$ cat config.mk
export PLATFORM = sky130hd
export DESIGN_NAME = vga_layer_compositor
export DESIGN_NICKNAME = d
export VERILOG_FILES = /design/src/rtl/vga_pkg.sv /design/src/rtl/vga_priority_select.sv /design/src/rtl/vga_layer_compositor.sv
export SDC_FILE = /design/constraint.sdc
export NUM_CORES = 1
export LEC_CHECK = 0
export CAP_MARGIN = 20
export CORE_MARGIN = 8
export CORE_UTILIZATION = 53
export CTS_CLUSTER_DIAMETER = 30
export DETAILED_ROUTE_END_ITERATION = 16
export GPL_ROUTABILITY_DRIVEN = 0
export PLACE_DENSITY = 0.9
export RECOVER_POWER = 100
export SLEW_MARGIN = 0
export SYNTH_ARGS = -nofsm -noshare
export SYNTH_HDL_FRONTEND = slang
export SYNTH_SLANG_ARGS = --single-unit
$ cat constraint.sdc
create_clock -name clk -period 4.9 [get_ports clk]
set_clock_uncertainty 0.2 [all_clocks]
set_input_delay 1.47 -clock clk [delete_from_list [all_inputs] [get_ports clk]]
set_output_delay 1.47 -clock clk [all_outputs]
set_load 0.02 [all_outputs]
$ cat src/rtl/vga_pkg.sv
// Shared VGA definitions: default widths, sync polarity helper and colour constants.
package vga_pkg;

  localparam int NUM_LAYERS_DEF = 8;
  localparam int COLOR_W_DEF    = 12;
  localparam int SYNC_POL_DEF   = 0;
  localparam int IDX_W          = $clog2(NUM_LAYERS_DEF + 1);

  localparam logic [COLOR_W_DEF-1:0] BLACK = 12'h000;
  localparam logic [COLOR_W_DEF-1:0] WHITE = 12'hFFF;

  // Level a sync line sits at when it is not asserted.
  function automatic logic inactive_sync(input logic pol);
    return ~pol;
  endfunction

endpackage

$ cat src/rtl/vga_priority_select.sv
// Fixed-priority layer selector: lowest visible index wins, otherwise background.
module vga_priority_select #(
  parameter int NUM_LAYERS = 8,
  parameter int COLOR_W    = 12,
  parameter int IDX_W      = $clog2(NUM_LAYERS + 1)
) (
  input  logic [NUM_LAYERS-1:0]         visible,
  input  logic [NUM_LAYERS*COLOR_W-1:0] layer_rgb,
  input  logic [COLOR_W-1:0]            bg_rgb,
  output logic [COLOR_W-1:0]            sel_rgb,
  output logic [IDX_W-1:0]              sel_idx
);

  // Walk from lowest to highest priority so the lowest visible index is the last to overwrite.
  always_comb begin
    sel_rgb = bg_rgb;
    sel_idx = IDX_W'(NUM_LAYERS);
    for (int i = NUM_LAYERS - 1; i >= 0; i--) begin
      sel_rgb = visible[i] ? layer_rgb[i*COLOR_W +: COLOR_W] : sel_rgb;
      sel_idx = visible[i] ? IDX_W'(i) : sel_idx;
    end
  end

endmodule

$ cat src/rtl/vga_layer_compositor.sv
// Two-stage N-layer compositor with frame-shadowed configuration and matched sync delay.
module vga_layer_compositor
  import vga_pkg::*;
#(
  parameter int NUM_LAYERS  = NUM_LAYERS_DEF,
  parameter int COLOR_W     = COLOR_W_DEF,
  parameter int SYNC_POL    = SYNC_POL_DEF,
  parameter int BLINK_SHIFT = 4,
  parameter int FRAME_W     = 8,
  parameter int KEY_EN      = 1
) (
  input  logic                            clk,
  input  logic                            reset,
  input  logic                            pixel_tick,
  input  logic                            hsync_in,
  input  logic                            vsync_in,
  input  logic                            video_on_in,
  input  logic [NUM_LAYERS*COLOR_W-1:0]   layer_rgb,
  input  logic [NUM_LAYERS-1:0]           layer_valid,
  input  logic [NUM_LAYERS-1:0]           layer_en,
  input  logic [NUM_LAYERS-1:0]           blink_mask,
  input  logic [COLOR_W-1:0]              bg_rgb,
  input  logic [COLOR_W-1:0]              key_rgb,
  output logic                            hsync_out,
  output logic                            vsync_out,
  output logic                            video_on_out,
  output logic [COLOR_W-1:0]              rgb_out,
  output logic [$clog2(NUM_LAYERS+1)-1:0] hit_layer,
  output logic [FRAME_W-1:0]              frame_cnt
);

  localparam int   HIT_W   = $clog2(NUM_LAYERS + 1);
  localparam logic ACT_LVL = (SYNC_POL != 0);
  localparam logic IDLE_LVL = inactive_sync(ACT_LVL);
  localparam logic KEY_ON  = (KEY_EN != 0);

  // Stage-1 pipe registers
  logic [NUM_LAYERS*COLOR_W-1:0] rgb_s1_r;
  logic [NUM_LAYERS-1:0]         valid_s1_r;
  logic                          hsync_s1_r;
  logic                          vsync_s1_r;
  logic                          video_on_s1_r;

  // Frame-shadowed configuration and frame counter
  logic [NUM_LAYERS-1:0]         en_sh_r;
  logic [NUM_LAYERS-1:0]         blink_sh_r;
  logic [COLOR_W-1:0]            bg_sh_r;
  logic [COLOR_W-1:0]            key_sh_r;
  logic [FRAME_W-1:0]            frame_cnt_r;

  // Stage-2 combinational results
  logic [NUM_LAYERS-1:0]         visible_s;
  logic [COLOR_W-1:0]            sel_rgb_s;
  logic [HIT_W-1:0]              sel_idx_s;
  logic                          blink_phase_s;
  logic                          frame_start_s;

  assign blink_phase_s = frame_cnt_r[BLINK_SHIFT];

  // A frame starts on the tick where the registered vsync is about to become active.
  assign frame_start_s = pixel_tick & (vsync_in == ACT_LVL) & (vsync_s1_r == IDLE_LVL);

  // Per-layer visibility: covered, enabled, not blinked off and not the key colour.
  always_comb begin
    visible_s = '0;
    for (int i = 0; i < NUM_LAYERS; i++) begin
      visible_s[i] = valid_s1_r[i] & en_sh_r[i]
                   & ~(blink_sh_r[i] & blink_phase_s)
                   & ~(KEY_ON & (rgb_s1_r[i*COLOR_W +: COLOR_W] == key_sh_r));
    end
  end

  vga_priority_select #(
    .NUM_LAYERS (NUM_LAYERS),
    .COLOR_W    (COLOR_W),
    .IDX_W      (HIT_W)
  ) u_select (
    .visible   (visible_s),
    .layer_rgb (rgb_s1_r),
    .bg_rgb    (bg_sh_r),
    .sel_rgb   (sel_rgb_s),
    .sel_idx   (sel_idx_s)
  );

  // Stage 1: capture the incoming pixel and its timing flags.
  always_ff @(posedge clk) begin
    if (reset) begin
      rgb_s1_r      <= '0;
      valid_s1_r    <= '0;
      hsync_s1_r    <= IDLE_LVL;
      vsync_s1_r    <= IDLE_LVL;
      video_on_s1_r <= 1'b0;
    end else if (pixel_tick) begin
      rgb_s1_r      <= layer_rgb;
      valid_s1_r    <= layer_valid;
      hsync_s1_r    <= hsync_in;
      vsync_s1_r    <= vsync_in;
      video_on_s1_r <= video_on_in;
    end
  end

  // Stage 2: register the composited colour and the aligned sync outputs.
  always_ff @(posedge clk) begin
    if (reset) begin
      rgb_out      <= COLOR_W'(BLACK);
      hit_layer    <= HIT_W'(NUM_LAYERS);
      hsync_out    <= IDLE_LVL;
      vsync_out    <= IDLE_LVL;
      video_on_out <= 1'b0;
    end else if (pixel_tick) begin
      hsync_out    <= hsync_s1_r;
      vsync_out    <= vsync_s1_r;
      video_on_out <= video_on_s1_r;
      if (video_on_s1_r) begin
        rgb_out   <= sel_rgb_s;
        hit_layer <= sel_idx_s;
      end else begin
        rgb_out   <= COLOR_W'(BLACK);
        hit_layer <= HIT_W'(NUM_LAYERS);
      end
    end
  end

  // Frame counter and configuration shadows update only at frame start.
  always_ff @(posedge clk) begin
    if (reset) begin
      frame_cnt_r <= '0;
      en_sh_r     <= '1;
      blink_sh_r  <= '0;
      bg_sh_r     <= '0;
      key_sh_r    <= '0;
    end else if (frame_start_s) begin
      frame_cnt_r <= frame_cnt_r + FRAME_W'(1);
      en_sh_r     <= layer_en;
      blink_sh_r  <= blink_mask;
      bg_sh_r     <= bg_rgb;
      key_sh_r    <= key_rgb;
    end
  end

  assign frame_cnt = frame_cnt_r;

endmodule

After elaboration in Yosys (flattened, before gate mapping)
Cells that the tools add are included.

Register bits after elaboration: 174. Word-level logic and storage cells: 93. Input bits: 150. Memory bits (read-only): 0. Output and inout port bits: 27. Bits in writable memories: 0. Latch bits: 0. Memories kept: 0.

Reductions and logical operators: 0. Div/mod/pow operators: 0. Shift operators: 0. Bitwise operators: 51. Eq/ne operators: 8. Magnitude comparators: 0. Mux-type cells: 18. Add/subtract/negate cells: 1. Multiply operators: 0.

Operators by type and width (count): $mux 12 (9); $eq 12x12->1 (8); $mux 4 (9); $and 1x1->1 (34); $not 1->1 (17); $add 8x1->8 const B (1).

Logic depth before layout (Yosys ltp)
Gate-level depths: netlist (run 1).

Depth in word-level cells: 13. Mapped depth: 10. Mapped depth without buffers: 7.

Modules after synthesis
Synthesis (run 1) repeated with hierarchy kept, for this count alone.

Cell total of the unflattened synthesis: 926. Area total of the unflattened synthesis: 8421.8 um^2.

Modules (own cells, without submodules): vga_layer_compositor (cells an instance 782, seq. area each 3483.3 um^2, instances 1, area each 7373.3 um^2); vga_priority_select (cells an instance 144, seq. area each 0.0 um^2, instances 1, area each 1048.5 um^2).

Worst setup path after synthesis (run 1)
OpenSTA, ideal clock, no wires.

Path type: input port to flip-flop. Start point: input port pixel_tick. End point: register rgb_s1_r[20]. Path buffers: 3. Data required time: 4.572 ns. Stages: 5. Arrival time: 2.729 ns. Path slack: 1.844 ns. Library setup time: 0.128 ns. Cells stage by stage: clkbuf_1 clkbuf_1 buf_1 mux2i_1 nor2_1.

RTL lines: start: declaration (RTL line vga_layer_compositor.sv:14) `input logic pixel_tick,`; end signal: assignment (RTL line vga_layer_compositor.sv:94) `rgb_s1_r <= layer_rgb;`; end: declaration (RTL line vga_layer_compositor.sv:38) `logic [NUM_LAYERS*COLOR_W-1:0] rgb_s1_r;`.

==> flow_metrics.tcl, run 1 <==
set metrics [dict create \
    status "finished, violations left" \
    violations "capacitance limit, slew limit" \
    vias 7810 \
    syn_nets 1105 \
    overflow 0 \
    antenna_found_initial 0 \
    start_kind "input pin" \
    post_cts_resized 0 \
    vdd_drop_max_mv 0.277 \
    holdWs_ps 256 \
    finalSetupViolations 0 \
    drive_gt1_share_pct 5.39 \
    p_per_area_nw_per_um2 331 \
    cp-end-kind "register" \
    viasPerCell 5.96 \
    fillCellCount 1229 \
    min_period_ps 3920 \
    synth.most_common_cell "dfxtp_1" \
    cts.sink_count 174 \
    fin_util_pct 68.4 \
    netlist_instances 954 \
    pin_count 177 \
    worstMarginPinSlew_ps 1790 \
    coreArea_sq_um 15800 \
    synth_edf_count 0 \
    drtAntennaViolNets 0 \
    dr.pass1.iters 7 \
    die_w_microns 143 \
    routedWlPerCell_microns 20.2 \
    floorplan.initialDensity_pct 54.1 \
    postSynthAreaPerCell_sq_um 8.98 \
    grt_max_degree 93 \
    clkTransAtPathRegs_ps 70 \
    p_leak_nw 4.45 \
    first_global_vias 7576 \
    synthArstFlopShare_pct 0 \
    yosys-top-cells-count "dfxtp_1 (174), nor2_1 (133), nand2_1 (120), mux2i_1 (116), xor2_1 (52)" \
    tns_ps 0 \
    clock_latency_ps 440 \
    cap_violations 2 \
    arrival_ps 4060 \
    nets 1233 \
    synth_top_area_cell "dfxtp_1" \
    drc 0 \
    totalWireLength_microns 26500 \
    hold_viol 0 \
    clockRootBuffer "clkbuf_16" \
    synth_top_area_share_pct 40.7 \
    cts_tree "done" \
    htreeDepth 4 \
    slew_headroom_pct -19.6 \
    synthTopCellsByArea "dfxtp_1 (41%), mux2i_1 (14%), nor2_1 (5.8%)" \
    grt_pass1_wl_microns 40800 \
    min_period_over_period_pct 80.0 \
    dp_hpwl_microns 19300 \
    antenna_cells 0 \
    cts_buffers 17 \
    syn_to_final_growth_pct 26.3 \
    rsz0062_at_grt "no" \
    synth_area_sq_um 8570 \
    min_path_type "reg2reg" \
    ys.warnings.count 0 \
    drt_iter0_drc 926 \
    io_buffers 176 \
    synthFlopType "dfxtp_1" \
    clockBufferDepth 2 \
    cts_setup_buffers 0 \
    slew_viol_final 144 \
    yosys_register_bits 174 \
    cp.required_ps 5040 \
    die_area_sq_um 20500 \
    synth_cell_type_count 55 \
    hold_buffers 0 \
    fmax_mhz 255 \
    die_h_microns 143 \
    floorplan.rows 46 \
    path_class "in2reg" \
    critPathMaxFanout 51 \
    track_usage_pct 25.7 \
    ys_seq_area_share_pct 40.7 \
]
power breakdown:
part | total (mW) | switching (mW) | internal (mW) | leakage, nW
clock network | 1.43 | 0.615 | 0.820 | 0.298
logic | 0.565 | 0.272 | 0.293 | 2.72
registers | 1.58 | 0.0959 | 1.49 | 1.43
final cells by class:
cell class | count | area [sq um] | area share, %
multi-input cells | 696 | 4580 | 42.3
flip-flops and latches | 174 | 3480 | 32.2
repair buffers | 186 | 1840 | 17.0
clock buffers | 17 | 425 | 3.93
well taps | 216 | 270 | 2.50
clock inverters | 15 | 200 | 1.85
inverters | 7 | 26.3 | 0.243
path summary, 6_finish.rpt:
| check | slack (ps) | start | to | cells after the start |
|---|---|---|---|---|
| hold reg to reg | 260 | blink_sh_r[6]$_SDFFE_PP0P_ | blink_sh_r[6]$_SDFFE_PP0P_ | 2 |
| setup reg to reg | 1360 | key_sh_r[4]$_SDFFE_PP0P_ | rgb_out[4]$_SDFFE_PP0P_ | 7 |
| setup / recovery | 980 | pixel_tick | rgb_out[2]$_SDFFE_PP0P_ | 5 |
| hold / removal | 260 | blink_sh_r[6]$_SDFFE_PP0P_ | blink_sh_r[6]$_SDFFE_PP0P_ | 2 |
layout by cell type (no fill, tap or decap), drive strengths merged, types with 15 or more instances in the layout:
cell	Yosys	routed
nor2	133	133
dfxtp	174	174
nand2	120	120
mux2i	116	116
dlygate4sd3	0	28
xor2	53	53
xnor2	50	50
a21oi	40	40
a211o	15	15
clkdlybuf4s50	0	146
clkbuf	41	19
or3	19	19
through the flow:
stage	total power [mW]	cells	setup slack, ps	cell area, sq um
floorplan	1.94	954	1840	8570
global placement	2.14	1278	1320	10200
detailed placement	2.16	1279	1250	10200
CTS	3.59	1311	1440	10800
global route	3.70	1311	856	10800
finish	3.58	1311	978	10800
kinds of logic after synthesis:
| group | after synthesis | share of synthesized area [%] |
|---|---|---|
| buffers and inverters | 84 | 5.95 |
| multiplexers | 116 | 13.6 |
| AO/OA/AOI/OAI | 129 | 11.1 |
| adder cells (fa/ha/maj) | 1 | 0.146 |
| XOR/XNOR | 103 | 10.6 |
| AND/OR/NAND/NOR | 347 | 18.0 |
| flip-flops | 174 | 40.7 |
layer usage:
metal  global-route usage (%)  part of all wire, %  up-vias
met4                     12.1                  4.0        0
met1                     31.8                   39     3638
li1                         -                    -     3569
met2                     39.9                   46      509
met5                        0                    0        -
met3                     8.11                   11       94
critical path, cell delays in order:
cell,delay [ps]
buf_6,250
clkbuf_2,1200
and2_0,610
a32oi_1,190
a311oi_1,310
registers in the layout (all words and copies together) (netlist names), 4 cells and up:
| register | flops |
|---|---|
| valid_s1_r | 8 |
| rgb_s1_r | 96 |
| blink_sh_r | 8 |
| en_sh_r | 8 |
| frame_cnt | 8 |
| hit_layer | 4 |
| bg_sh_r | 12 |
| rgb_out | 12 |
| key_sh_r | 12 |
Note: power is estimated with default switching activity, not from simulation.
==> run 2, diff against run 1 <==
Settings changed: CORE_UTILIZATION 53 to 47, PLACE_DENSITY 0.9 to 0.85.
Clock period 4.9 ns to 3.3 ns, I/O delays scaled along.
==> run 2 against run 1 <==
- the flow still finishes with violations (capacitance limit, slew limit)
- hold slack gained 5.4 ps
- routed wire length is 5.0% higher
- critical endpoint is now rgb_out[9]$_SDFFE_PP0P_
- critical path depth grew 3
- final area rose by 0.89%
- global-route usage fell by 1.6 points
- die area is 11% higher
- total power increased by 46%
- clock-buffer cell count unchanged
- non-clock buffer count grew 15
- first-iteration DRC count shrank 8.5%
- sequential share of layout area shrank 0.28 points
==> flow_metrics.tcl, run 2 (synthesized netlist as in run 1, its figures left out) <==
set metrics [dict create \
    final_cell_mix "dfxtp_1 (174), clkdlybuf4s50_1 (146), nor2_1 (132)" \
    post_cts_resized 0 \
    min_path_type "reg2reg" \
    place_area_sq_um 10400 \
    coreArea_sq_um 17900 \
    cts_setup_buffers 0 \
    min_period_ps 3090 \
    crit_start "key_sh_r[0]$_SDFFE_PP0P_" \
    path_class "reg2reg" \
    r2r_cells 8 \
    instances_no_fill 1339 \
    r2r_slack_ps 210 \
    start_kind "register" \
    totalWireLength_microns 27800 \
    critPathMaxFanout 31 \
    slew_headroom_pct -8.13 \
    p_per_area_nw_per_um2 481 \
    routedWlPerCell_microns 20.8 \
    pin_count 177 \
    first_global_vias 7753 \
    largest_reg_flops 96 \
    drive_gt1_share_pct 6.49 \
    violations "capacitance limit, slew limit" \
    cp-end-kind "register" \
    dp.cells 1307 \
    cts.sink_count 174 \
    rr_startpoint "key_sh_r[0]$_SDFFE_PP0P_" \
    place_ws_ps 388 \
    power_mw 5.25 \
    fillCellCount 1445 \
    die_w_microns 151 \
    rsz0062_at_grt "no" \
    finalInstanceArea_sq_um 10900 \
    antenna_cells 0 \
    tns_ps 0 \
    fin_util_pct 61.0 \
    hold_viol 0 \
    die_h_microns 151 \
    drt_iter0_drc 847 \
    dr.pass1.iters 5 \
    clkTransAtPathRegs_ps 80 \
    arrival_ps 3190 \
    clockBufferDepth 2 \
    cap_violations 2 \
    p_leak_nw 4.51 \
    hold_buffers 0 \
    fin_ws_ps 213 \
    clockRootBuffer "clkbuf_16" \
    worstMarginPinSlew_ps 1620 \
    status "finished, violations left" \
    holdWs_ps 261 \
    io_buffers 176 \
    slew_viol_final 142 \
    cts_buffers 17 \
    track_usage_pct 24.1 \
    multi_input_area_sq_um 4580 \
    syn_to_final_growth_pct 27.5 \
    dp_hpwl_microns 20900 \
    viasPerCell 5.88 \
    regMostFlops "rgb_s1_r" \
    finalSetupViolations 0 \
    die_area_sq_um 22800 \
    vias 7880 \
    grt_max_degree 83 \
    floorplan.initialDensity_pct 47.8 \
    drc 0 \
    drtAntennaViolNets 0 \
    htreeDepth 4 \
    nets 1248 \
    floorplan.rows 49 \
    min_period_over_period_pct 93.5 \
    vdd_drop_max_mv 0.390 \
    r2r-end "rgb_out[9]$_SDFFE_PP0P_" \
    clock_latency_ps 440 \
    endpoint "rgb_out[9]$_SDFFE_PP0P_" \
    fmax_mhz 324 \
    antenna_found_initial 0 \
    overflow 0 \
    grt_pass1_wl_microns 42300 \
    cp.required_ps 3400 \
    seq_area_sq_um 3480 \
    final_common_cell "dfxtp_1" \
    cts_tree "done" \
]
-- run 2: cell count changes in the layout (fill, tap and decap cells not counted), sizes merged --
cell	before	now
buf	10	21
bufinv	3	1
clkbuf	19	23
clkinv	2	4
clkinvlp	3	2
inv	14	15
-- run 2: where the power goes --
| part | internal, mW | switching (mW) |
|---|---|---|
| sequential | 2.21 | 0.146 |
| combinational | 0.447 | 0.411 |
| clock | 1.08 | 0.953 |
-- run 2: final cells by class --
class	instances	share of cell area [%]
clock buffer	17	3.90
clock inverter	15	1.54
inverter	7	0.241
multi-input combinational	696	41.9
sequential	174	31.9
tap	229	2.62
timing repair buffer	201	17.9
-- run 2: worst min path at each step --
stage | start | end | cells after the start | slack (ps)
global placement | hsync_s1_r$_SDFFE_PP1P_ | hsync_out$_SDFFE_PP1P_ | 1 | 240
global route | blink_sh_r[2]$_SDFFE_PP0P_ | blink_sh_r[2]$_SDFFE_PP0P_ | 2 | 290
finish | blink_sh_r[3]$_SDFFE_PP0P_ | blink_sh_r[3]$_SDFFE_PP0P_ | 2 | 260
CTS | blink_sh_r[3]$_SDFFE_PP0P_ | blink_sh_r[3]$_SDFFE_PP0P_ | 2 | 260
floorplan | hsync_s1_r$_SDFFE_PP1P_ | hsync_out$_SDFFE_PP1P_ | 1 | 230
detailed placement | blink_sh_r[3]$_SDFFE_PP0P_ | blink_sh_r[3]$_SDFFE_PP0P_ | 2 | 250
-- run 2: metal layers --
| layer | GRT usage [%] | share of wire [%] | vias up |
|---|---|---|---|
| met5 | 0 | 0 | - |
| met4 | 11.3 | 4.1 | 0 |
| met3 | 8.04 | 11 | 101 |
| met2 | 36.7 | 44 | 505 |
| met1 | 30.1 | 40 | 3678 |
| li1 | - | - | 3596 |
-- run 2: worst max-delay path: stages, from the launching register on --
cell and delay, ps:
dfxtp_1 710, xnor2_1 190, nand4_1 110, nor3_1 380, or2_0 330, buf_12 220
nand2b_1 160, a221oi_1 470, a311oi_1 170
